===== config.mk =====
export PLATFORM = sky130hd
export DESIGN_NAME = vend_controller
export DESIGN_NICKNAME = d
export VERILOG_FILES = /design/src/rtl/vend_controller.sv
export SDC_FILE = /design/constraint.sdc
export NUM_CORES = 1
export LEC_CHECK = 0
export BUFFER_PORTS_ARGS = -buffer_cell sky130_fd_sc_hd__buf_2
export CAP_MARGIN = 20
export CORE_MARGIN = 2
export CORE_UTILIZATION = 40
export DETAILED_ROUTE_END_ITERATION = 10
export GPL_TIMING_DRIVEN = 0
export PLACE_DENSITY_LB_ADDON = 0.2
export SKIP_CTS_REPAIR_TIMING = 1
export SYNTH_ARGS = -nofsm -noshare
export SYNTH_HDL_FRONTEND = slang
export SYNTH_SLANG_ARGS = --single-unit

===== constraint.sdc =====
create_clock -name i_clk -period 4.56 [get_ports i_clk]
set_clock_uncertainty 0.15 [all_clocks]
set_input_delay 0.912 -clock i_clk [delete_from_list [all_inputs] [get_ports i_clk]]
set_output_delay 0.912 -clock i_clk [all_outputs]
set_load 0.02 [all_outputs]

===== src/rtl/vend_controller.sv =====
// Vending transaction sequencer: credit accumulation, purchase check, dispense/change handshakes, operator table access.
// Optional idle auto-refund in COLLECT is enabled by defining VEND_TIMEOUT_EN.
module vend_controller #(
    parameter int          NUM_ITEMS     = 4,
    parameter logic [3:0]  DEFAULT_PRICE = 4'd2,
    parameter int          TIMEOUT       = 255
) (
    input  logic        i_clk,
    input  logic        i_rst_n,
    input  logic        i_coin_valid,
    input  logic [3:0]  i_coin_value,
    input  logic        i_sel_valid,
    input  logic [1:0]  i_sel_item,
    input  logic [3:0]  i_sel_qty,
    input  logic        i_cancel,
    input  logic        i_dispense_ack,
    input  logic        i_admin_req,
    input  logic        i_restock_valid,
    input  logic        i_price_wr,
    input  logic [1:0]  i_adm_item,
    input  logic [3:0]  i_adm_value,
    output logic        o_dispense_valid,
    output logic [1:0]  o_dispense_item,
    output logic [3:0]  o_dispense_qty,
    output logic        o_change_valid,
    output logic [3:0]  o_change_amount,
    output logic        o_coin_reject,
    output logic        o_redlight,
    output logic [3:0]  o_credit,
    output logic [10:0] o_machine_money,
    output logic        o_admin_active
);

    typedef enum logic [2:0] {
        S_IDLE, S_COLLECT, S_CHECK, S_DISPENSE, S_REFUND, S_ADMIN
    } state_t;

    if (TIMEOUT < 1 || TIMEOUT > 65535) begin : g_bad_timeout
        $error("vend_controller: TIMEOUT out of range 1..65535");
    end

    state_t      r_state;
    logic [3:0]  r_credit;
    logic [10:0] r_money;
    logic [3:0]  r_supply [NUM_ITEMS];
    logic [3:0]  r_price  [NUM_ITEMS];
    logic [1:0]  r_sel_item;
    logic [3:0]  r_sel_qty;
    logic        r_dispense_valid;
    logic        r_change_valid;
    logic [3:0]  r_change_amount;
    logic        r_coin_reject;
    logic        r_redlight;
    logic        r_admin_active;
`ifdef VEND_TIMEOUT_EN
    logic [15:0] r_timer;
`endif

    logic [7:0]  w_cost;
    logic        w_pass;
    logic [11:0] w_money_sum;
    logic [4:0]  w_coin_sum;
    logic [4:0]  w_restock_sum;

    always_comb begin
        w_cost        = {4'b0, r_price[r_sel_item]} * {4'b0, r_sel_qty};
        w_pass        = (r_sel_qty != 4'd0) && ({4'b0, r_credit} >= w_cost)
                        && (r_supply[r_sel_item] >= r_sel_qty);
        w_money_sum   = {1'b0, r_money} + {4'b0, w_cost};
        w_coin_sum    = {1'b0, r_credit} + {1'b0, i_coin_value};
        w_restock_sum = {1'b0, r_supply[i_adm_item]} + {1'b0, i_adm_value};
    end

    always_ff @(posedge i_clk) begin
        if (!i_rst_n) begin
            r_state          <= S_IDLE;
            r_credit         <= 4'd0;
            r_money          <= 11'd0;
            r_sel_item       <= 2'd0;
            r_sel_qty        <= 4'd0;
            r_dispense_valid <= 1'b0;
            r_change_valid   <= 1'b0;
            r_change_amount  <= 4'd0;
            r_coin_reject    <= 1'b0;
            r_redlight       <= 1'b0;
            r_admin_active   <= 1'b0;
            for (int i = 0; i < NUM_ITEMS; i++) begin
                r_supply[i] <= 4'd0;
                r_price[i]  <= DEFAULT_PRICE;
            end
`ifdef VEND_TIMEOUT_EN
            r_timer          <= 16'd0;
`endif
        end else begin
            // Any coin not explicitly accepted below is bounced next cycle.
            r_coin_reject  <= i_coin_valid;
            r_change_valid <= 1'b0;
            case (r_state)
                S_IDLE: begin
                    if (i_admin_req) begin
                        r_admin_active <= 1'b1;
                        r_state        <= S_ADMIN;
                    end else if (i_coin_valid) begin
                        r_credit      <= i_coin_value;
                        r_coin_reject <= 1'b0;
                        r_state       <= S_COLLECT;
`ifdef VEND_TIMEOUT_EN
                        r_timer       <= 16'd0;
`endif
                    end
                end
                S_COLLECT: begin
                    if (i_cancel) begin
                        r_change_valid  <= 1'b1;
                        r_change_amount <= r_credit;
                        r_state         <= S_REFUND;
                    end else if (i_sel_valid) begin
                        r_sel_item <= i_sel_item;
                        r_sel_qty  <= i_sel_qty;
                        r_state    <= S_CHECK;
                    end else if (i_coin_valid) begin
                        if (w_coin_sum <= 5'd15) begin
                            r_credit      <= w_coin_sum[3:0];
                            r_coin_reject <= 1'b0;
                        end
`ifdef VEND_TIMEOUT_EN
                        r_timer <= 16'd0;
`endif
                    end
`ifdef VEND_TIMEOUT_EN
                    else if (r_timer == 16'(TIMEOUT - 1)) begin
                        r_change_valid  <= 1'b1;
                        r_change_amount <= r_credit;
                        r_state         <= S_REFUND;
                    end else begin
                        r_timer <= r_timer + 16'd1;
                    end
`endif
                end
                S_CHECK: begin
                    if (w_pass) begin
                        r_supply[r_sel_item] <= r_supply[r_sel_item] - r_sel_qty;
                        r_credit             <= r_credit - w_cost[3:0];
                        r_money              <= (w_money_sum > 12'd2047) ? 11'd2047 : w_money_sum[10:0];
                        r_redlight           <= 1'b0;
                        r_dispense_valid     <= 1'b1;
                        r_state              <= S_DISPENSE;
                    end else begin
                        r_redlight <= 1'b1;
                        r_state    <= S_COLLECT;
`ifdef VEND_TIMEOUT_EN
                        r_timer    <= 16'd0;
`endif
                    end
                end
                S_DISPENSE: begin
                    if (i_dispense_ack) begin
                        r_dispense_valid <= 1'b0;
                        r_change_valid   <= 1'b1;
                        r_change_amount  <= r_credit;
                        r_state          <= S_REFUND;
                    end
                end
                S_REFUND: begin
                    r_credit <= 4'd0;
                    r_state  <= S_IDLE;
                end
                S_ADMIN: begin
                    if (i_restock_valid)
                        r_supply[i_adm_item] <= (w_restock_sum > 5'd15) ? 4'd15 : w_restock_sum[3:0];
                    if (i_price_wr)
                        r_price[i_adm_item] <= i_adm_value;
                    if (!i_admin_req) begin
                        r_admin_active <= 1'b0;
                        r_state        <= S_IDLE;
                    end
                end
                default: r_state <= S_IDLE;
            endcase
        end
    end

    assign o_dispense_valid = r_dispense_valid;
    assign o_dispense_item  = r_sel_item;
    assign o_dispense_qty   = r_sel_qty;
    assign o_change_valid   = r_change_valid;
    assign o_change_amount  = r_change_amount;
    assign o_coin_reject    = r_coin_reject;
    assign o_redlight       = r_redlight;
    assign o_credit         = r_credit;
    assign o_machine_money  = r_money;
    assign o_admin_active   = r_admin_active;

endmodule


==> results.md <==
- Outcome: finished with violations
- Violated checks: DRC, setup timing
- Hold path startpoint: o_change_amount[3]
- Ant. Diodes: 0
- Max-cap violations: 0
- Final-report hold violation count: 0
- Clock latency on the worst-skew pair: 0.34 ns
- #FFs+latches synth: 67
- CP Launch Type: flip-flop
- Critical path depth in cells: 15
- VDD IR max: 0.146 mV
- Max transition margin: 41.5%
- Die ar.: 0.0128 sq mm
- Clk buf depth: 2
- Leakage: roughly 2.5 nW
- Routed length per placed instance: 17.4 um
- Hold Crit Class: flip-flop to flip-flop
- Vias per std cell: 5.54
- Final-layout fill cell count: between 1000 and 1500
- Largest net degree at the start of global routing: 12
- TritonCTS clock tree: done
- Top cells by area, synth: edfxtp_1, dfxtp_1, ha_1
- Routed Antenna Nets: 0
- First-pass DRT Iterations: 10
- Initial drt markers: between 100 and 150
- Yosys warnings: 0
- DR vias: 3954
- Post-Route M1 WL: ~6000 um
- Register area share after synthesis: 34.9%
- Asr flop ratio synth: 0%
- Post-DP HPWL: 9090 um
- Synthesized area: 0.00476 sq mm
- Horiz. Die Dim: 113 um
- Final wirelength: 12400 um
- Worst Hold Depth: 2
- I/O pin cnt: 55
- DR top layer: met4
- Syn_area_per_cell: 9.86 sq um
- Post-synth EDFFs: 32
- Setup ws final: -0.281 ns
- Synth cell count leaders: ha_1, dfxtp_1, inv_1, edfxtp_1
- RePlAce Congestion: 0.839
- DRC: 4
- CP peak stage delay: approximately 0.55 ns
- Worst-Margin Slew: 0.877 ns
- CTS clock-pin slew for the worst setup and hold paths: 0.05 ns
- CP max FO: 6
- WHS Endpoint: o_change_amount[3]
- Post-Synthesis Cells: 483
- Worst r2r dst: r_supply[3][2]
- Period Utilization, post-route: 106%
- Top cell type's share of synthesized area: between 20% and 30%
- Setup violations, final: 24
- First-pass GRT wire length: 18600 um
- Fin. max-slew vios: 0
- PD cells: ~280 mW/mm^2
- Row cnt: 39
- Root buffer cell: clkbuf_16
- Syn_nets: 553
- Cell Chain, Critical Path: buf_8 > mux4_2 > nand2_2 > fa_1 > inv_1 > fa_1 > inv_1 > fa_2 > ha_4 > nand2_4 > o21ai_4 > nand3_4 > nor4_4 > nand4_1 > a311oi_4
- Aggregate global-route resource usage: 18.7%
- Die H: 113 um
- RSZ-0062 raised after global routing: yes
- Post-synth cell types: 64
- Post-placement cell count: 680
- Syn-to-layout area delta: 29.4%
- CTS Buf Count: 9
- Worst Path Required: 4.40 ns
- Core Region: 0.0115 sq mm
- Dominant cell type by area after synthesis: edfxtp_1
- Final std cells w/o fill: slightly above 700
- Post-synth top flop: dfxtp_1
- Fmax: 207 MHz
- GRT Residual Overflow: 0
- Met2 wire len: 5780 um
- Vias in the first global route: 3654
- CP endpoint kind: flip-flop
- WP data arrival: approximately 4.7 ns
- Layout cell share with drive strength beyond 1: 30.8%
- Period minus WS final: 4.84 ns
- Worst Reg-to-Reg Cells: 15
- Total chip power: 1.73 mW
- Crit path max-delay cell type: mux4_2
- Pre-CTS WS: -0.821 ns
- Metal3 WL: 439 um
- Hold WS: between 0.3 and 0.4 ns
- R2R Setup Slk: -0.28 ns
- H-tree Lvls: 3
- Starting Density: 41.4%
- Fin nets: between 600 and 700
- Clk sinks: 67
- I/O Buffers: 54
- Initial antenna violation count: 0
- Crit path max-delay family: adder cells
- Critical path class: flip-flop to flip-flop
- Crit path buffers/inverters: 3
- Count leader, synth: ha_1
## report_power, final
group          internal, mW  leakage, nW  switching, mW
registers             0.653        0.601         0.0236
logic                 0.137         1.72          0.184
clock network         0.474        0.148          0.262
total                  1.26         2.47          0.470
## cell families (layout without fill, tap and decap cells)
kind of cell    Yosys count  in the layout  synth area share (%)
compound gates          119            119                  16.7
xor+xnor                 15             15                  2.92
fa+ha+maj                45             45                  13.2
buf+inv                  54            142                  4.57
flops                    67             67                  34.9
mux                      28             28                  9.04
simple gates            155            155                  18.6
## flip-flops by register name, summed over array words and instances, names as in the netlist, named ones only
name / flops
o_admin_active: 1
o_change_amount: 4
o_change_valid: 1
o_coin_reject: 1
o_credit: 4
o_dispense_item: 2
o_dispense_qty: 4
o_dispense_valid: 1
o_machine_money: 11
o_redlight: 1
r_price: 16
r_state: 3
r_supply: 16
## worst max path at each step
stage / startpoint / end / slack (ns)
2_1_floorplan: flip-flop / o_machine_money[10] / -0.02
4_1_cts: flip-flop / r_supply[1][3] / -0.86
6_report: flip-flop / r_supply[3][2] / -0.28
3_3_place_gp: flip-flop / r_supply[1][1] / -0.81
5_1_grt: flip-flop / r_supply[3][2] / -0.43
3_5_place_dp: flip-flop / r_supply[1][1] / -0.82
## worst min-delay path, cell delays in order (launching register included)
cell and delay [ns]:
dfxtp_1 0.32, mux2i_1 0.06, nor2b_1 0.10
## stage by stage
stage,area [sq um],TNS [ns],util (%)
after floorplan,4800,-0.0239,-
after global placement,5250,-25.68,45.6
after detailed placement,5250,-27.88,45.6
after CTS,5560,-28.97,48.3
after global routing,6160,-5.69,53.5
final,6160,-2.10,53.5
## cell type report
| type | instances | area [sq um] | area share, % |
|---|---|---|---|
| plain buffers | 18 | 101 | 1.64 |
| clock buffers | 10 | 229 | 3.72 |
| multi-input cells | 362 | 3330 | 54.1 |
| well taps | 143 | 179 | 2.90 |
| repair buffers | 73 | 442 | 7.17 |
| flip-flops and latches | 67 | 1660 | 27.0 |
| inverters | 35 | 134 | 2.17 |
| clock inverters | 6 | 80.1 | 1.30 |
## placed cells by master, fill, tap and decap left out, types with 5 or more instances in the layout
cell type	netlist	final
a21o_1	8	8
a21oi_1	29	20
a21oi_2	1	8
and2_1	27	27
buf_2	3	57
buf_4	1	16
clkbuf_1	13	12
clkbuf_16	0	9
dfxtp_1	35	33
edfxtp_1	32	32
fa_1	9	8
ha_1	36	25
ha_4	0	10
inv_1	33	33
mux2i_1	16	16
mux4_2	12	12
nand2_1	31	27
nand2b_1	14	14
nand3_1	6	5
nand4_1	5	5
nor2_1	25	23
nor2b_1	14	12
nor3b_1	14	6
nor3b_2	0	8
o211ai_1	9	9
o21a_1	6	6
o21ai_0	31	20
o21ai_1	1	8
o22ai_1	5	5
xor2_1	11	10
## layer usage
metal | vias to the layer above | global-route usage (%)
met3 | 25 | 3.11
met5 | - | 0
li1 | 1928 | -
met1 | 1928 | 25.6
met4 | 0 | 7.48
met2 | 73 | 29.5
Power figures use the tool's default switching activity.
